File: config.mk
export PLATFORM = sky130hd
export DESIGN_NAME = alu_arbiter_flat
export DESIGN_NICKNAME = d
export VERILOG_FILES = /design/src/rtl/alu_arbiter_pkg.sv /design/src/rtl/alu_arbiter_if.sv /design/src/rtl/alu32.sv /design/src/rtl/alu_rr_grant.sv /design/src/rtl/alu_arbiter.sv /design/src/flat_wrapper.sv
export SDC_FILE = /design/constraint.sdc
export NUM_CORES = 1
export LEC_CHECK = 0
export ABC_AREA = 1
export BUFFER_PORTS_ARGS = -buffer_cell sky130_fd_sc_hd__buf_2
export CORE_MARGIN = 5
export CORE_UTILIZATION = 35
export CTS_CLUSTER_DIAMETER = 80
export CTS_CLUSTER_SIZE = 12
export DETAILED_ROUTE_END_ITERATION = 10
export PLACE_DENSITY = 0.53
export SYNTH_ARGS = -nofsm -noshare
export SYNTH_HDL_FRONTEND = slang
export SYNTH_HIERARCHICAL = 1
export SYNTH_SLANG_ARGS = --single-unit
File: constraint.sdc
create_clock -name clk -period 3.9 [get_ports clk]
set_input_delay 0.585 -clock clk [delete_from_list [all_inputs] [get_ports clk]]
set_output_delay 0.585 -clock clk [all_outputs]
set_load 0.02 [all_outputs]
File: src/rtl/alu_arbiter_pkg.sv
// Shared types and limits for the two-requester ALU arbiter.
// Shared by the build with and without ALU_ARBITER_FLAGS_EN.
package alu_arbiter_pkg;

  localparam int unsigned DATA_W          = 32;
  localparam int unsigned CMD_W           = 3;
  localparam int unsigned EVAL_CYCLES_MAX = 15;
  localparam int unsigned CNT_W           = $clog2(EVAL_CYCLES_MAX + 1);

  typedef enum logic [CMD_W-1:0] {
    CMD_ADD  = 3'd0,
    CMD_SUB  = 3'd1,
    CMD_XOR  = 3'd2,
    CMD_SLT  = 3'd3,
    CMD_AND  = 3'd4,
    CMD_NAND = 3'd5,
    CMD_NOR  = 3'd6,
    CMD_OR   = 3'd7
  } alu_cmd_e;

  typedef enum logic [1:0] {
    ST_IDLE = 2'd0,
    ST_EVAL = 2'd1,
    ST_RESP = 2'd2
  } state_e;

  typedef struct packed {
    logic [DATA_W-1:0] a;
    logic [DATA_W-1:0] b;
    alu_cmd_e          cmd;
  } alu_op_t;

  typedef struct packed {
    logic carryout;
    logic overflow;
    logic zero;
  } alu_flags_t;

endpackage : alu_arbiter_pkg

File: src/rtl/alu_arbiter_if.sv
// Request/response bus between two requesters, the arbiter and one consumer.
interface alu_arbiter_if;
  import alu_arbiter_pkg::*;

  logic              req0_valid;
  logic              req0_ready;
  logic [DATA_W-1:0] req0_a;
  logic [DATA_W-1:0] req0_b;
  logic [CMD_W-1:0]  req0_cmd;

  logic              req1_valid;
  logic              req1_ready;
  logic [DATA_W-1:0] req1_a;
  logic [DATA_W-1:0] req1_b;
  logic [CMD_W-1:0]  req1_cmd;

  logic              rsp_valid;
  logic              rsp_ready;
  logic              rsp_id;
  logic [DATA_W-1:0] rsp_result;
  logic              rsp_carryout;
  logic              rsp_overflow;
  logic              rsp_zero;

  modport master (
    output req0_valid, req0_a, req0_b, req0_cmd,
    output req1_valid, req1_a, req1_b, req1_cmd,
    output rsp_ready,
    input  req0_ready, req1_ready,
    input  rsp_valid, rsp_id, rsp_result, rsp_carryout, rsp_overflow, rsp_zero
  );

  modport slave (
    input  req0_valid, req0_a, req0_b, req0_cmd,
    input  req1_valid, req1_a, req1_b, req1_cmd,
    input  rsp_ready,
    output req0_ready, req1_ready,
    output rsp_valid, rsp_id, rsp_result, rsp_carryout, rsp_overflow, rsp_zero
  );

endinterface : alu_arbiter_if

File: src/rtl/alu32.sv
// Combinational 32-bit ALU; carry/overflow are meaningful for ADD and SUB only.
module alu32
  import alu_arbiter_pkg::*;
(
  input  logic [DATA_W-1:0] a_i,
  input  logic [DATA_W-1:0] b_i,
  input  alu_cmd_e          cmd_i,
  output logic [DATA_W-1:0] result_c_o,
  output logic              carryout_c_o,
  output logic              overflow_c_o
);

  localparam int unsigned SUM_W = DATA_W + 1;

  logic [SUM_W-1:0] sum_c;
  logic [SUM_W-1:0] diff_c;
  logic             add_ovf_c;
  logic             sub_ovf_c;

  // SUB is a + ~b + 1, so carryout = 1 means no borrow
  always_comb begin
    sum_c     = {1'b0, a_i} + {1'b0, b_i};
    diff_c    = {1'b0, a_i} + {1'b0, ~b_i} + SUM_W'(1);
    add_ovf_c = (a_i[DATA_W-1] == b_i[DATA_W-1]) && (sum_c[DATA_W-1] != a_i[DATA_W-1]);
    sub_ovf_c = (a_i[DATA_W-1] != b_i[DATA_W-1]) && (diff_c[DATA_W-1] != a_i[DATA_W-1]);
  end

  always_comb begin
    result_c_o   = '0;
    carryout_c_o = 1'b0;
    overflow_c_o = 1'b0;
    unique case (cmd_i)
      CMD_ADD: begin
        result_c_o   = sum_c[DATA_W-1:0];
        carryout_c_o = sum_c[DATA_W];
        overflow_c_o = add_ovf_c;
      end
      CMD_SUB: begin
        result_c_o   = diff_c[DATA_W-1:0];
        carryout_c_o = diff_c[DATA_W];
        overflow_c_o = sub_ovf_c;
      end
      CMD_XOR:  result_c_o = a_i ^ b_i;
      CMD_SLT:  result_c_o = DATA_W'(diff_c[DATA_W-1] ^ sub_ovf_c);
      CMD_AND:  result_c_o = a_i & b_i;
      CMD_NAND: result_c_o = ~(a_i & b_i);
      CMD_NOR:  result_c_o = ~(a_i | b_i);
      CMD_OR:   result_c_o = a_i | b_i;
      default:  result_c_o = '0;
    endcase
  end

endmodule : alu32

File: src/rtl/alu_rr_grant.sv
// Two-way round-robin grant; priority flips to the loser after every grant.
module alu_rr_grant #(
  parameter int unsigned RR_INIT = 0
) (
  input  logic clk,
  input  logic rst_n,
  input  logic en_i,
  input  logic req0_valid_i,
  input  logic req1_valid_i,
  output logic gnt0_c_o,
  output logic gnt1_c_o,
  output logic gnt_id_c_o,
  output logic gnt_any_c_o
);

  logic prio_q;
  logic prio_d;

  always_comb begin
    gnt0_c_o = 1'b0;
    gnt1_c_o = 1'b0;
    prio_d   = prio_q;
    if (en_i) begin
      if (req0_valid_i && (!req1_valid_i || !prio_q)) begin
        gnt0_c_o = 1'b1;
      end else if (req1_valid_i) begin
        gnt1_c_o = 1'b1;
      end
    end
    if (gnt0_c_o) begin
      prio_d = 1'b1;
    end else if (gnt1_c_o) begin
      prio_d = 1'b0;
    end
  end

  assign gnt_id_c_o  = gnt1_c_o;
  assign gnt_any_c_o = gnt0_c_o | gnt1_c_o;

  always_ff @(posedge clk or negedge rst_n) begin
    if (!rst_n) begin
      prio_q <= 1'(RR_INIT);
    end else begin
      prio_q <= prio_d;
    end
  end

endmodule : alu_rr_grant

File: src/rtl/alu_arbiter.sv
// Arbitrates two requesters onto one ALU, one operation in flight at a time.
// Build option ALU_ARBITER_FLAGS_EN: capture carryout/overflow/zero, else tie them to 0.
module alu_arbiter
  import alu_arbiter_pkg::*;
#(
  parameter int unsigned EVAL_CYCLES = 4,
  parameter int unsigned RR_INIT     = 0
) (
  input  logic         clk,
  input  logic         rst_n,
  alu_arbiter_if.slave bus_if
);

  if (EVAL_CYCLES < 1 || EVAL_CYCLES > EVAL_CYCLES_MAX) begin : g_bad_eval_cycles
    $error("EVAL_CYCLES must be within 1..15");
  end

  state_e            state_q, state_d;
  logic [CNT_W-1:0]  cnt_q, cnt_d;
  alu_op_t           op_q, op_d;
  alu_op_t           op0_c, op1_c;
  logic              id_q, id_d;
  logic [DATA_W-1:0] result_q, result_d;
  logic              rsp_valid_q, rsp_valid_d;

  logic              grant_en_c;
  logic              gnt0_c, gnt1_c, gnt_id_c, gnt_any_c;
  logic              capture_c;
  logic [DATA_W-1:0] alu_result_c;
  logic              alu_carry_c, alu_ovf_c;

  assign op0_c = '{a: bus_if.req0_a, b: bus_if.req0_b, cmd: alu_cmd_e'(bus_if.req0_cmd)};
  assign op1_c = '{a: bus_if.req1_a, b: bus_if.req1_b, cmd: alu_cmd_e'(bus_if.req1_cmd)};

  // Readys must stay low while reset is held even if requesters are valid
  assign grant_en_c = (state_q == ST_IDLE) && rst_n;

  alu_rr_grant #(
    .RR_INIT (RR_INIT)
  ) u_grant (
    .clk          (clk),
    .rst_n        (rst_n),
    .en_i         (grant_en_c),
    .req0_valid_i (bus_if.req0_valid),
    .req1_valid_i (bus_if.req1_valid),
    .gnt0_c_o     (gnt0_c),
    .gnt1_c_o     (gnt1_c),
    .gnt_id_c_o   (gnt_id_c),
    .gnt_any_c_o  (gnt_any_c)
  );

  assign bus_if.req0_ready = gnt0_c;
  assign bus_if.req1_ready = gnt1_c;

  alu32 u_alu (
    .a_i          (op_q.a),
    .b_i          (op_q.b),
    .cmd_i        (op_q.cmd),
    .result_c_o   (alu_result_c),
    .carryout_c_o (alu_carry_c),
    .overflow_c_o (alu_ovf_c)
  );

  assign capture_c = (state_q == ST_EVAL) && (cnt_q == CNT_W'(1));

  // Next-state and datapath register updates
  always_comb begin
    state_d     = state_q;
    cnt_d       = cnt_q;
    op_d        = op_q;
    id_d        = id_q;
    result_d    = result_q;
    rsp_valid_d = rsp_valid_q;
    unique case (state_q)
      ST_IDLE: begin
        if (gnt_any_c) begin
          op_d    = gnt_id_c ? op1_c : op0_c;
          id_d    = gnt_id_c;
          cnt_d   = CNT_W'(EVAL_CYCLES);
          state_d = ST_EVAL;
        end
      end
      ST_EVAL: begin
        cnt_d = cnt_q - CNT_W'(1);
        if (capture_c) begin
          result_d    = alu_result_c;
          rsp_valid_d = 1'b1;
          state_d     = ST_RESP;
        end
      end
      ST_RESP: begin
        if (bus_if.rsp_ready) begin
          rsp_valid_d = 1'b0;
          state_d     = ST_IDLE;
        end
      end
      default: begin
        rsp_valid_d = 1'b0;
        state_d     = ST_IDLE;
      end
    endcase
  end

  always_ff @(posedge clk or negedge rst_n) begin
    if (!rst_n) begin
      state_q     <= ST_IDLE;
      cnt_q       <= '0;
      op_q        <= '0;
      id_q        <= 1'b0;
      result_q    <= '0;
      rsp_valid_q <= 1'b0;
    end else begin
      state_q     <= state_d;
      cnt_q       <= cnt_d;
      op_q        <= op_d;
      id_q        <= id_d;
      result_q    <= result_d;
      rsp_valid_q <= rsp_valid_d;
    end
  end

  assign bus_if.rsp_valid  = rsp_valid_q;
  assign bus_if.rsp_id     = id_q;
  assign bus_if.rsp_result = result_q;

`ifdef ALU_ARBITER_FLAGS_EN
  alu_flags_t flags_q, flags_d;

  always_comb begin
    flags_d = flags_q;
    if (capture_c) begin
      flags_d = '{carryout: alu_carry_c, overflow: alu_ovf_c, zero: (alu_result_c == '0)};
    end
  end

  always_ff @(posedge clk or negedge rst_n) begin
    if (!rst_n) begin
      flags_q <= '0;
    end else begin
      flags_q <= flags_d;
    end
  end

  assign bus_if.rsp_carryout = flags_q.carryout;
  assign bus_if.rsp_overflow = flags_q.overflow;
  assign bus_if.rsp_zero     = flags_q.zero;
`else
  logic unused_alu_flags;
  assign unused_alu_flags    = alu_carry_c ^ alu_ovf_c;

  assign bus_if.rsp_carryout = 1'b0;
  assign bus_if.rsp_overflow = 1'b0;
  assign bus_if.rsp_zero     = 1'b0;
`endif

endmodule : alu_arbiter

File: src/flat_wrapper.sv
// flat-port wrapper written by rule: the top's interface ports become plain ports
module alu_arbiter_flat import alu_arbiter_pkg::*;
#(
  parameter int unsigned EVAL_CYCLES = 4,
  parameter int unsigned RR_INIT     = 0
)
  (clk, rst_n, bus_if_req0_valid, bus_if_req0_a, bus_if_req0_b, bus_if_req0_cmd, bus_if_req1_valid, bus_if_req1_a, bus_if_req1_b, bus_if_req1_cmd, bus_if_rsp_ready, bus_if_req0_ready, bus_if_req1_ready, bus_if_rsp_valid, bus_if_rsp_id, bus_if_rsp_result, bus_if_rsp_carryout, bus_if_rsp_overflow, bus_if_rsp_zero);
  alu_arbiter_if bus_if_i ();
  input  logic clk;
  input  logic rst_n;
  input wire logic [$bits(bus_if_i.req0_valid)-1:0] bus_if_req0_valid;
  input wire logic [$bits(bus_if_i.req0_a)-1:0] bus_if_req0_a;
  input wire logic [$bits(bus_if_i.req0_b)-1:0] bus_if_req0_b;
  input wire logic [$bits(bus_if_i.req0_cmd)-1:0] bus_if_req0_cmd;
  input wire logic [$bits(bus_if_i.req1_valid)-1:0] bus_if_req1_valid;
  input wire logic [$bits(bus_if_i.req1_a)-1:0] bus_if_req1_a;
  input wire logic [$bits(bus_if_i.req1_b)-1:0] bus_if_req1_b;
  input wire logic [$bits(bus_if_i.req1_cmd)-1:0] bus_if_req1_cmd;
  input wire logic [$bits(bus_if_i.rsp_ready)-1:0] bus_if_rsp_ready;
  output wire logic [$bits(bus_if_i.req0_ready)-1:0] bus_if_req0_ready;
  output wire logic [$bits(bus_if_i.req1_ready)-1:0] bus_if_req1_ready;
  output wire logic [$bits(bus_if_i.rsp_valid)-1:0] bus_if_rsp_valid;
  output wire logic [$bits(bus_if_i.rsp_id)-1:0] bus_if_rsp_id;
  output wire logic [$bits(bus_if_i.rsp_result)-1:0] bus_if_rsp_result;
  output wire logic [$bits(bus_if_i.rsp_carryout)-1:0] bus_if_rsp_carryout;
  output wire logic [$bits(bus_if_i.rsp_overflow)-1:0] bus_if_rsp_overflow;
  output wire logic [$bits(bus_if_i.rsp_zero)-1:0] bus_if_rsp_zero;
  assign bus_if_i.req0_valid = bus_if_req0_valid;
  assign bus_if_i.req0_a = bus_if_req0_a;
  assign bus_if_i.req0_b = bus_if_req0_b;
  assign bus_if_i.req0_cmd = bus_if_req0_cmd;
  assign bus_if_i.req1_valid = bus_if_req1_valid;
  assign bus_if_i.req1_a = bus_if_req1_a;
  assign bus_if_i.req1_b = bus_if_req1_b;
  assign bus_if_i.req1_cmd = bus_if_req1_cmd;
  assign bus_if_i.rsp_ready = bus_if_rsp_ready;
  assign bus_if_req0_ready = bus_if_i.req0_ready;
  assign bus_if_req1_ready = bus_if_i.req1_ready;
  assign bus_if_rsp_valid = bus_if_i.rsp_valid;
  assign bus_if_rsp_id = bus_if_i.rsp_id;
  assign bus_if_rsp_result = bus_if_i.rsp_result;
  assign bus_if_rsp_carryout = bus_if_i.rsp_carryout;
  assign bus_if_rsp_overflow = bus_if_i.rsp_overflow;
  assign bus_if_rsp_zero = bus_if_i.rsp_zero;
  alu_arbiter #(.EVAL_CYCLES(EVAL_CYCLES), .RR_INIT(RR_INIT)) u_core (.clk(clk), .rst_n(rst_n), .bus_if(bus_if_i));
endmodule
==> reports/results.ini <==
[outcome]
status=complete, no violations

[detailed_routing]
drt_pass1_iterations=6
finalWirelength_mm=46.6
ant_nets=0
viasPerCell=4.91
routedWlPerCell_um=17.9
vias=12800
drt_iter0_drc=1213
drc_errors=0

[synth]
syn_area_mm2=0.0119
netlist_instances=2043
synth_area_per_cell_um2=5.83
ys_warn_count=6

[cts]
holdBufCountCts=0
ctsResizeCount=0
cts_setup_buffers=0
cts_max_path_buffers=2
root_buffer=clkbuf_16
h-tree-depth=3
clk_latency_ns=0.39
cts_tree=yes
cts.sinks=108
path_clk_slew_ns=0.07
cts_buffers=9

[power_and_ir_drop]
power_frac_comb_pct=75.3
p_sw_share_pct=60.5
p_leak_nw=7.80
ir_worst_vdd_mv=0.323
clkPwrFrac_pct=7.8
p_switching_mw=7.47
power_mw=12.4
p_per_area_mw_per_mm2=934
seqPwrFrac_pct=16.8
intPower_mw=4.88

[worst_setup_path]
rr_worst_depth=22
path_delay_family=simple AND/OR/NAND/NOR gates
critical_path.cell_chain=inv_1, ha_1, inv_1, nand2_1, nand2_1, inv_1, nand3_2, nand2_1, nand3_1, nand2_1, nand2_1, nand2_1, nand2_1, nand2_1, nand2_1, fa_1, inv_1, o22ai_1, nor3_1, nand3_1, nand2_1, nand2_1
cp_common_cell=nand2_1
worst_ep_required_time_ns=4.16
crit_cells=22
slowest_delay_ns=0.45
crit_buf_inv=4
cp_max_fo=8
crit_slowest_cell=ha_1
path_class=reg2reg
end_kind=register
startpoint_type=register
crit_arrival_ns=3.53

[sta]
final_max_slew_viol_count=0
fin_crit_sh_pct=83.9
hold_violations=0
fmax_mhz=306
skew_ns=0.0121
tightest_slew_ns=1.10
setup_viol=0
hold_slack_ns=0.389
fin_tns_setup_ns=0
period_minus_slack_ns=3.27
rsz0062_at_grt=false
relSlewSlack_pct=26.8

[layout]
fillers=3853
syn_to_final_growth_pct=11.1
final_cell_mix=nand2_1, inv_1, buf_2
diodes=0
nets=2397
drive_gt1_share_pct=11.7
final_common_cell=nand2_1

[global_route]
grt-ovfl-total=0
busiest_layer=met1
antenna_found_initial=0
grt_use_met1_pct=36.2
grt_use_total_pct=23.9
grt_pass1_vias=12100
grt_pass1_wl_mm=70.2
grt_max_degree=72
groute.layer.met3.usage_pct=3.91
grtUsageMet2_pct=34.7

[floorplan]
die_area_mm2=0.0378
fp.dieW_um=194
die_y_um=194
io_pins=178
placementRows=67
core_area_mm2=0.0335
start_util_pct=35.5

[place]
gp_congestion=1.01
io_buffers=174
place_hpwl_mm=37.0

[job]
drv_cap=0

[min_path]
hp-class=in2async

-- stage by stage --
step	std cells	instance area, um^2	utilization [%]	worst slack (ns)
2_1_floorplan	2045	11900	-	1.28
3_3_place_gp	2595	12900	38.6	0.760
3_5_place_dp	2595	12900	38.6	0.671
4_1_cts	2610	13200	39.4	0.662
5_1_grt	2610	13200	39.4	0.263
6_report	2610	13200	39.4	0.629
-- routing by layer --
metal / vias to the layer above / routed length [um] / share of wire [%]
li1: 6486 / - / -
met1: 5859 / 23300 / 50
met2: 415 / 19000 / 41
met3: 58 / 3130 / 6.7
met4: 0 / 1190 / 2.5
met5: - / 0 / 0
-- cell type report --
class	instances	area (um^2)	area share, %
repair buffers	182	933	7.06
inverters	307	1150	8.71
multi-input cells	1550	7590	57.4
clock buffers	13	250	1.89
flip-flops and latches	108	2700	20.4
well taps	448	561	4.24
clock inverters	2	35.0	0.265
-- power by group through the flow --
stage	clock, mW	combinational [mW]	sequential [mW]
4_1_cts	1.00	9.17	2.09
2_1_floorplan	0	6.32	2.21
3_3_place_gp	0	9.17	2.07
6_report	0.968	9.30	2.08
3_5_place_dp	0	9.12	2.11
5_1_grt	1.04	10.3	2.17
-- flip-flops by register name (all words and copies together), names as in the netlist --
signal                    count
u_core/bus_if.rsp_valid       1
u_core/op_q                  67
u_core/bus_if.rsp_result     32
u_core/bus_if.rsp_id          1
u_core/state_q                2
u_core/u_grant/prio_q         1
u_core/cnt_q                  4
-- worst paths after layout --
kind | startpoint | slack, ns | endpoint
min in group clk | bus_if_rsp_ready | 0.41 | u_core/state_q[1]
worst min register to register | u_core/bus_if.rsp_result[22] | 0.47 | u_core/bus_if.rsp_result[22]
worst max register to register | u_core/op_q[39] | 0.63 | u_core/bus_if.rsp_result[31]
worst min-delay path | rst_n | 0.39 | u_core/bus_if.rsp_result[3]
max in group asynchronous | rst_n | 2.13 | u_core/op_q[58]
worst max-delay path | u_core/op_q[39] | 0.63 | u_core/bus_if.rsp_result[31]
(Power assumes the default switching activity.)
